`src/rtl/fifo_wr_arbiter_if.sv`:
```
// Handshake bundle between N_REQ producers, the write arbiter and the fifo write side.
// Directions are named from the arbiter's point of view (master = arbiter).
interface fifo_wr_arbiter_if #(
  parameter int N_REQ  = 4,
  parameter int DATA_W = 8,
  parameter int ID_W   = 2
);
  logic [N_REQ-1:0]        i_req;
  logic [N_REQ*DATA_W-1:0] i_data;
  logic                    i_fifo_full;
  logic [N_REQ-1:0]        o_gnt;
  logic [N_REQ-1:0]        o_ack;
  logic [ID_W-1:0]         o_grant_id;
  logic                    o_busy;
  logic [DATA_W-1:0]       o_fifo_din;
  logic                    o_fifo_wr_en;

  modport master (
    input  i_req, i_data, i_fifo_full,
    output o_gnt, o_ack, o_grant_id, o_busy, o_fifo_din, o_fifo_wr_en
  );

  modport slave (
    output i_req, i_data, i_fifo_full,
    input  o_gnt, o_ack, o_grant_id, o_busy, o_fifo_din, o_fifo_wr_en
  );
endinterface

```
`src/rtl/fifo_wr_arbiter.sv`:
```
// Round-robin arbiter sharing one fifo write port among N_REQ producers, bounded bursts.
// Grant is registered; ACK/WR_EN/DIN are combinational and gated by fifo Full and reset.
module fifo_wr_arbiter #(
  parameter int N_REQ     = 4,
  parameter int DATA_W    = 8,
  parameter int MAX_BURST = 4
) (
  input  logic              i_clk,
  input  logic              i_rst,
  fifo_wr_arbiter_if.master bus
);
  localparam int              ID_W      = (N_REQ > 1) ? $clog2(N_REQ) : 1;
  localparam logic [7:0]      LAST_BEAT = 8'(MAX_BURST - 1);
  localparam logic [ID_W-1:0] LAST_ID   = ID_W'(N_REQ - 1);

  typedef enum logic {S_IDLE, S_BURST} state_t;

  state_t            r_state, w_state_nxt;
  logic [N_REQ-1:0]  r_gnt, w_gnt_nxt;
  logic [ID_W-1:0]   r_grant_id, w_grant_id_nxt;
  logic [ID_W-1:0]   r_pri, w_pri_nxt;
  logic              r_busy, w_busy_nxt;
  logic [7:0]        r_burst_cnt, w_burst_cnt_nxt;
  logic [ID_W-1:0]   w_win;
  logic              w_found;
  logic [N_REQ-1:0]  w_ack;
  logic              w_wr_en;
  logic              w_ack_g;
  logic              w_release;

  function automatic logic [ID_W-1:0] wrap_idx(input logic [ID_W-1:0] base, input int k);
    int s;
    s = int'(base) + k;
    if (s >= N_REQ) s = s - N_REQ;
    return ID_W'(s);
  endfunction

  assign w_ack     = r_gnt & bus.i_req & {N_REQ{~bus.i_fifo_full & ~i_rst}};
  assign w_wr_en   = |w_ack;
  assign w_ack_g   = w_ack[r_grant_id];
  assign w_release = (w_ack_g && (r_burst_cnt == LAST_BEAT)) || !bus.i_req[r_grant_id];

  // First requester at or above the priority pointer, wrapping around.
  always_comb begin
    w_win   = r_pri;
    w_found = 1'b0;
    for (int k = 0; k < N_REQ; k++) begin
      if (!w_found && bus.i_req[wrap_idx(r_pri, k)]) begin
        w_win   = wrap_idx(r_pri, k);
        w_found = 1'b1;
      end
    end
  end

  always_comb begin
    w_state_nxt     = r_state;
    w_gnt_nxt       = r_gnt;
    w_grant_id_nxt  = r_grant_id;
    w_pri_nxt       = r_pri;
    w_busy_nxt      = r_busy;
    w_burst_cnt_nxt = r_burst_cnt;
    case (r_state)
      S_IDLE: begin
        if (w_found) begin
          w_gnt_nxt        = '0;
          w_gnt_nxt[w_win] = 1'b1;
          w_grant_id_nxt   = w_win;
          w_busy_nxt       = 1'b1;
          w_burst_cnt_nxt  = '0;
          w_state_nxt      = S_BURST;
        end
      end
      S_BURST: begin
        if (w_release) begin
          w_gnt_nxt       = '0;
          w_busy_nxt      = 1'b0;
          w_burst_cnt_nxt = '0;
          w_pri_nxt       = (r_grant_id == LAST_ID) ? '0 : r_grant_id + 1'b1;
          w_state_nxt     = S_IDLE;
        end else if (w_ack_g) begin
          w_burst_cnt_nxt = r_burst_cnt + 8'd1;
        end
      end
      default: w_state_nxt = S_IDLE;
    endcase
  end

  always_ff @(posedge i_clk) begin
    if (i_rst) begin
      r_state     <= S_IDLE;
      r_gnt       <= '0;
      r_grant_id  <= '0;
      r_pri       <= '0;
      r_busy      <= 1'b0;
      r_burst_cnt <= '0;
    end else begin
      r_state     <= w_state_nxt;
      r_gnt       <= w_gnt_nxt;
      r_grant_id  <= w_grant_id_nxt;
      r_pri       <= w_pri_nxt;
      r_busy      <= w_busy_nxt;
      r_burst_cnt <= w_burst_cnt_nxt;
    end
  end

  assign bus.o_gnt        = r_gnt;
  assign bus.o_ack        = w_ack;
  assign bus.o_grant_id   = r_grant_id;
  assign bus.o_busy       = r_busy;
  assign bus.o_fifo_wr_en = w_wr_en;
  assign bus.o_fifo_din   = w_wr_en ? bus.i_data[r_grant_id*DATA_W +: DATA_W] : '0;
endmodule

```
`src/flat_wrapper.sv`:
```
// flat-port wrapper written by rule: the top's interface ports become plain ports
module fifo_wr_arbiter_flat 
#(
  parameter int N_REQ     = 4,
  parameter int DATA_W    = 8,
  parameter int MAX_BURST = 4
)
  (i_clk, i_rst, bus_i_req, bus_i_data, bus_i_fifo_full, bus_o_gnt, bus_o_ack, bus_o_grant_id, bus_o_busy, bus_o_fifo_din, bus_o_fifo_wr_en);
  fifo_wr_arbiter_if #(.N_REQ(N_REQ), .DATA_W(DATA_W), .ID_W(2)) bus_i ();
  input  logic i_clk;
  input  logic i_rst;
  input wire logic [$bits(bus_i.i_req)-1:0] bus_i_req;
  input wire logic [$bits(bus_i.i_data)-1:0] bus_i_data;
  input wire logic [$bits(bus_i.i_fifo_full)-1:0] bus_i_fifo_full;
  output wire logic [$bits(bus_i.o_gnt)-1:0] bus_o_gnt;
  output wire logic [$bits(bus_i.o_ack)-1:0] bus_o_ack;
  output wire logic [$bits(bus_i.o_grant_id)-1:0] bus_o_grant_id;
  output wire logic [$bits(bus_i.o_busy)-1:0] bus_o_busy;
  output wire logic [$bits(bus_i.o_fifo_din)-1:0] bus_o_fifo_din;
  output wire logic [$bits(bus_i.o_fifo_wr_en)-1:0] bus_o_fifo_wr_en;
  assign bus_i.i_req = bus_i_req;
  assign bus_i.i_data = bus_i_data;
  assign bus_i.i_fifo_full = bus_i_fifo_full;
  assign bus_o_gnt = bus_i.o_gnt;
  assign bus_o_ack = bus_i.o_ack;
  assign bus_o_grant_id = bus_i.o_grant_id;
  assign bus_o_busy = bus_i.o_busy;
  assign bus_o_fifo_din = bus_i.o_fifo_din;
  assign bus_o_fifo_wr_en = bus_i.o_fifo_wr_en;
  fifo_wr_arbiter #(.N_REQ(N_REQ), .DATA_W(DATA_W), .MAX_BURST(MAX_BURST)) u_core (.i_clk(i_clk), .i_rst(i_rst), .bus(bus_i));
endmodule
```
`config.mk`:
```
export PLATFORM = sky130hd
export DESIGN_NAME = fifo_wr_arbiter_flat
export DESIGN_NICKNAME = d
export VERILOG_FILES = /design/src/rtl/fifo_wr_arbiter_if.sv /design/src/rtl/fifo_wr_arbiter.sv /design/src/flat_wrapper.sv
export SDC_FILE = /design/constraint.sdc
export NUM_CORES = 1
export LEC_CHECK = 0
export BUFFER_PORTS_ARGS = -buffer_cell sky130_fd_sc_hd__buf_2
export CAP_MARGIN = 20
export CORE_ASPECT_RATIO = 1.2
export CORE_MARGIN = 4
export CORE_UTILIZATION = 43
export CTS_BUF_LIST = sky130_fd_sc_hd__clkbuf_8
export DETAILED_ROUTE_END_ITERATION = 10
export HOLD_SLACK_MARGIN = 0.06
export MAX_ROUTING_LAYER = met4
export PLACE_DENSITY = 0.78
export SLEW_MARGIN = 40
export SYNTH_ARGS = -nofsm -noshare
export SYNTH_HDL_FRONTEND = slang
export SYNTH_SLANG_ARGS = --single-unit
```
`constraint.sdc`:
```
create_clock -name i_clk -period 1.8 [get_ports i_clk]
set_input_delay 0.36 -clock i_clk [delete_from_list [all_inputs] [get_ports i_clk]]
set_output_delay 0.36 -clock i_clk [all_outputs]
set_load 0.05 [all_outputs]
```
==> results.md, run 1 <==
* Measured slew at the worst slew-check pin at 0.514 ns
* Worst-path clk slew at 0.07 ns
* Synthesized instance count at 127
* Leakage at 0.876 nW
* Final setup skew at 0.00182 ns
* Rows at 21
* #FFs+latches synth at 18
* Fill count at 180
* Total CTS buffers at 3
* Yosys top cell area share at 28.5%
* Top FF cell, synth: dfxtp_1
* Combinational share of power at 34.8%
* Area of the multi-input gates at 1030 µm²
* Largest cells by area after synthesis: dfxtp_1 28%, mux4_2 18%, nor2b_1 5.4%
* Wl on met1 at 1.55 mm
* Total power at 0.00119 W
* Layout cells sized above 1 at 66.8%
* Post-Layout Cell Count at 242
* Switching Power at 0.000383 W
* Max VDD drop at 685 µV
* Worst Slack Setup Final at -0.172 ns
* Max stage delay on crit path at 0.51 ns
* Total global-route track usage at 22.7%
* Largest net degree at the start of global routing at 11
* Bufs on Longest Clock Path at 2
* Status: finished, violations left
* # clock sinks at 18
* Number of hold violations in the final report at 0
* Fin crit share at 110%
* Root buffer cell: clkbuf_8
* Met2 wire length at 2.32 mm
* Starting Density at 45.0%
* Failing checks: negative setup slack
* Sw frac at 32.3%
* Slew Limit Headroom at 65.3%
* Slew Viols, Final at 0
* Placed Instances at 236
* Antenna cells at 0
* Iteration count of the initial detailed-routing pass at 4
* EDFF count, synth at 0
* Global-route wire length before repair at 6.73 mm
* Cell-internal power at 0.000804 W
* Vias/cell at 5.78
* DRC at 0
* Met3 wire len at 199 µm
* DR WL/cell at 17.2 µm
* Congestion Overflow GR at 0
* PortBufs at 58
* Synth Area per Inst at 9.96 µm²
* Final ANT Viol Nets at 0
* Post-Syn Area at 1260 µm²
* CP startpoint kind: flop
* Post-synth top area cell: dfxtp_1
* Clock power frac at 28.0%
* Synth cell types at 38
* Setup crit end kind: primary output
* Iteration-0 DRC Markers at 36
* Arr. time, crit path at 1.61 ns
* Placed wire-length estimate at 3.09 mm
* Utilization after layout at 74.1%
* CTS Hold Bufs at 0
* WL final at 4.17 mm
* Vias in the first global route at 1,510
* DR vias at 1,399
* Tmin final at 1.97 ns
* Commonest non-fill, non-tap cells in the layout: 49 x buf_2, 18 x buf_4, 13 x buf_6
* Worst skew pair latency at 0.25 ns
* Layout net count at 250
* Fmax at 507 MHz
* Initial antenna violation count at 0
* Area growth from synthesis to layout at 64.6%
* Die width at 57.5 µm
* HP Class: reg -> reg
* Highest metal used: met4
* H-Tree Level Count at 1
* Power share of the sequential group at 37.2%
* R2r setup slk at -0.05 ns
* Ys async rst share at 0%
* Register area share after synthesis at 28.5%
* Crit-path max FO at 10
* Final setup violation count at 20
* # IOs at 59
* Die Ht at 67.4 µm
* RSZ-0062 raised after global routing: yes
* YS warnings at 0
* CTS tree: yes
* Worst path cell trace: buf_12, mux4_2, nor2b_2, buf_6
* Syn nets at 168
* Core area at 2810 µm²
* Sequential cell area at 378 µm²
* Slowest CP cell: mux4_2
* Full die area at 3880 µm²
* Pwr dens at 570 nW/µm²
* Critical Path RT at 1.44 ns
* Most common cell after layout, fill and taps aside: buf_2
* Max Cap Viol at 0
* RePlAce Congestion at 0.856
* Crit path kind: reg -> out
## cell type report
cell class | instances | share of cell area [%]
Clock buffer | 4 | 2.64
Inverter | 3 | 0.541
Multi-Input combinational cell | 101 | 49.4
Sequential cell | 18 | 18.1
Tap cell | 34 | 2.04
Timing Repair Buffer | 82 | 27.2
## routing by layer
metal	vias to the layer above	GRT usage (%)
met5	-	-
met4	0	8.99
met3	8	4.40
met2	59	40.0
met1	677	25.3
li1	655	-
## path summary, 6_finish.rpt
check,startpoint,endpoint,depth (start not counted)
max,u_core.bus.o_grant_id[0],bus_o_fifo_din[3],4
min,u_core.bus.o_busy,u_core.bus.o_busy,2
max reg2reg,u_core.bus.o_gnt[0],u_core.bus.o_gnt[0],6
min reg2reg,u_core.bus.o_busy,u_core.bus.o_busy,2
## critical path, delay by kind of cell (launching register included)
kind | cells | cell delay (ns)
buffers and inverters | 2 | 0.29
DFF | 1 | 0.38
muxes | 1 | 0.51
and+or+nand+nor | 1 | 0.18
## timing repair
action                     4_1_cts  5_1_grt
pin swaps                        7       20
setup endpoints to repair       17       25
gates resized for setup         26       18
setup buffers                    1        1
## power groups by stage
| stage | combinational (W) | clock, W | sequential (W) |
|---|---|---|---|
| floorplan | 0.000198 | 0 | 0.000484 |
| global placement | 0.000353 | 0 | 0.000448 |
| detailed placement | 0.000363 | 0 | 0.000449 |
| CTS | 0.000381 | 0.000340 | 0.000440 |
| global route | 0.000441 | 0.000354 | 0.000445 |
| finish | 0.000413 | 0.000332 | 0.000441 |
## state kept, by name, summed over array words and instances (netlist names)
signal	cells
u_core.r_burst_cnt	8
u_core.r_state	1
u_core.bus.o_busy	1
u_core.bus.o_gnt	4
u_core.r_pri	2
u_core.bus.o_grant_id	2
## logic make-up after synthesis
logic type	share of synthesized area [%]
adders and majority gates	1.98
buffers and inverters	3.16
xor gates and xnor gates	4.85
DFF	28.5
muxes	19.4
AOI/OAI and AO/OA	15.6
and+or+nand+nor	26.5
## synthesized netlist by cell type, drive strengths merged (2+ instances only)
master and number:
a21oi 5, a32oi 4, and2 2, and3 2, and4 2, and4bb 4
buf 4, dfxtp 18, ha 2, inv 3, mux2i 2, mux4 10
nand2 8, nor2 9, nor2b 11, nor3 9, nor4 2, o2111ai 3
o211ai 3, o21ai 5, or2 2, xor2 7
## stage by stage
stage | area [µm²] | worst slack (ns) | hold slack (ns) | TNS (ns)
6_report | 2080 | -0.172 | 0.487 | -1.72
2_1_floorplan | 1330 | -0.234 | 0.445 | -3.20
4_1_cts | 1980 | -0.176 | 0.473 | -1.75
5_1_grt | 2080 | -0.248 | 0.520 | -3.30
3_5_place_dp | 1820 | -0.185 | 0.480 | -3.27
3_3_place_gp | 1820 | -0.131 | 0.472 | -2.51
No activity file was read; power rests on OpenSTA's default activity.
==> run 2: changes to the inputs <==
Settings changed: CTS_BUF_LIST sky130_fd_sc_hd__clkbuf_8 to sky130_fd_sc_hd__clkbuf_2.
==> results.md, run 2 (synthesis results as in run 1) <==
* Core area at 2810 µm² (unchanged)
* Max stage delay on crit path at 0.37 ns (-0.14 ns)
* Highest metal used: met4
* Slowest CP cell: dfxtp_4
* # IOs at 59 (unchanged)
* DRC at 0 (unchanged)
* Leakage at 0.887 nW (+1.3%)
* Iteration count of the initial detailed-routing pass at 4 (unchanged)
* Worst skew pair latency at 0.30 ns (+0.05 ns)
* Final setup skew at 0.00753 ns (+0.00570 ns)
* Setup_tns at -5.38 ns (-3.66 ns)
* Layout net count at 255 (+2.0%)
* Fmax at 477 MHz (-6.0%)
* CP startpoint kind: flop
* Antenna cells at 0 (unchanged)
* DR vias at 1,457 (+4.1%)
* Initial antenna violation count at 0 (unchanged)
* Total CTS buffers at 3 (unchanged)
* Layout cells sized above 1 at 66.2% (-0.63 points)
* Area growth from synthesis to layout at 65.1%
* Crit-path max FO at 4 (-6)
* Slew Viols, Final at 0 (unchanged)
* PortBufs at 58 (unchanged)
* Met3 wire len at 380 µm (+91%)
* Failing checks: negative setup slack
* Slew Limit Headroom at 61.7% (-3.6 points)
* Worst Hold Path Cells at 3 (+1)
* Cells on worst reg2reg path at 7 (+1)
* Setup crit end kind: primary output
* Starting Density at 45.0% (unchanged)
* Critical Path RT at 1.44 ns (about the same)
* Area of the multi-input gates at 1010 µm² (-1.3%)
* Fin crit share at 117% (+7.0 points)
* Most common cell after layout, fill and taps aside: buf_2
* Wl on met1 at 1.56 mm (+1.2%)
* Largest net degree at the start of global routing at 11 (unchanged)
* RR Startpoint: u_core.bus.o_gnt[0]
* CP top delay family: buffers and inverters
* Iteration-0 DRC Markers at 47 (+31%)
* Tmin final at 2.10 ns (+0.126 ns)
* Worst-path clk slew at 0.17 ns (+0.10 ns)
* Root buffer cell: clkbuf_2
* Buffer and inverter count on the worst path at 4 (+2)
* Placed Instances at 236 (unchanged)
* Global-route wire length before repair at 6.42 mm (-4.5%)
* CTS tree: yes
* RSZ-0062 raised after global routing: yes
* H-Tree Level Count at 1 (unchanged)
* Die Ht at 67.4 µm (unchanged)
* Status: finished, violations left
* Bufs on Longest Clock Path at 2 (unchanged)
* Fill count at 181 (+0.56%)
* Placed wire-length estimate at 3.09 mm (unchanged)
* R2r setup slk at -0.22 ns (-0.17 ns)
* Arr. time, crit path at 1.74 ns (+0.13 ns)
* Vias/cell at 5.90 (+2.0%)
* # clock sinks at 18 (unchanged)
* Crit path kind: reg -> out
* Hold EP: u_core.r_pri[0]
* Hold path start: i_rst
* Post-Layout Cell Count at 247 (+2.1%)
* Worst path cell trace: and4bb_4, buf_6, nor4_4, buf_4, clkbuf_16, nor2b_2, buf_6
* Vias in the first global route at 1,421 (-5.9%)
* Measured slew at the worst slew-check pin at 0.568 ns (+0.0534 ns)
* Max Cap Viol at 0 (unchanged)
* Die width at 57.5 µm (unchanged)
* Full die area at 3880 µm² (unchanged)
* Worst Slack Setup Final at -0.298 ns (-0.126 ns)
* Met2 wire length at 2.38 mm (+2.7%)
* Final setup violation count at 25 (+25%)
* Top cell by count, worst path: buf_6
* WL final at 4.52 mm (+8.4%)
* Sequential cell area at 379 µm² (+0.33%)
* Total global-route track usage at 21.6% (-1.1 points)
* Pwr dens at 499 nW/µm² (-12%)
* Rows at 21 (unchanged)
* Largest Register: u_core.r_burst_cnt
* RePlAce Congestion at 0.856 (unchanged)
* Number of hold violations in the final report at 0 (unchanged)
* Max VDD drop at 473 µV (-31%)
* CTS Hold Bufs at 0 (unchanged)
* Final ANT Viol Nets at 0 (unchanged)
* Critical R2R Capture: u_core.bus.o_gnt[2]
* Congestion Overflow GR at 0 (unchanged)
* HP Class: in -> reg
* Max FFs per register at 8 (unchanged)
* Commonest non-fill, non-tap cells in the layout: 49 x buf_2, 22 x buf_4, 13 x buf_6
* DR WL/cell at 18.3 µm (+6.2%)
run 2: layout make-up:
| cell class | instances | share of cell area, % |
|---|---|---|
| multi-input combinational | 101 | 48.6 |
| timing repair buffer | 87 | 29.8 |
| sequential | 18 | 18.2 |
| tap | 34 | 2.04 |
| clock buffer | 3 | 0.719 |
| inverter | 3 | 0.539 |
| clock inverter | 1 | 0.180 |
run 2: repair_timing:
item	CTS	global route
cloned	0	1
endpoints found under the setup margin	15	24
buffers inserted	0	6
resized for setup	25	17
hold endpoints to repair	0	0
pin swaps	0	23
run 2: per-stage QoR:
| stage | power [W] | cell area, µm² | utilization [%] | setup WS, ns | hold WS, ns |
|---|---|---|---|---|---|
| floorplan | 0.000682 | 1330 | - | -0.234 | 0.445 |
| detailed placement | 0.000812 | 1820 | 64.8 | -0.185 | 0.480 |
| finish | 0.00104 | 2090 | 74.3 | -0.298 | 0.439 |
| global route | 0.00109 | 2090 | 74.3 | -0.363 | 0.436 |
| global placement | 0.000802 | 1820 | 64.8 | -0.131 | 0.472 |
| CTS | 0.000997 | 1920 | 68.4 | -0.242 | 0.410 |
run 2: how the worst max path moves through the flow:
stage,start,endpoint,depth (start not counted)
final,u_core.bus.o_gnt[1],bus_o_fifo_din[5],7
after global routing,u_core.bus.o_gnt[1],bus_o_fifo_din[0],7
after CTS,u_core.bus.o_grant_id[0],bus_o_fifo_din[3],4
after detailed placement,i_rst,u_core.r_burst_cnt[6],7
after global placement,bus_i_req[3],u_core.bus.o_gnt[0],8
after floorplan,i_rst,u_core.r_pri[0],6
run 2: worst register-to-register path: stages, from the launching register on:
cell and delay (ns):
dfxtp_4 0.38, and4bb_4 0.20, buf_4 0.13, mux4_2 0.51
a41oi_4 0.32, buf_6 0.18, a32oi_2 0.11, nor2_1 0.12
run 2: routing by layer:
metal | track usage [%] | up-vias
met2 | 39.3 | 95
li1 | - | 661
met3 | 3.63 | 19
met4 | 7.25 | 0
met1 | 23.8 | 682
met5 | - | -
run 2: report_power, final:
part           leakage (nW)  switching, W  internal [W]  total, W
logic                 0.722      0.000226      0.000197  0.000423
clock network        0.0140      0.000127     0.0000483  0.000176
registers             0.151     0.0000244      0.000418  0.000443
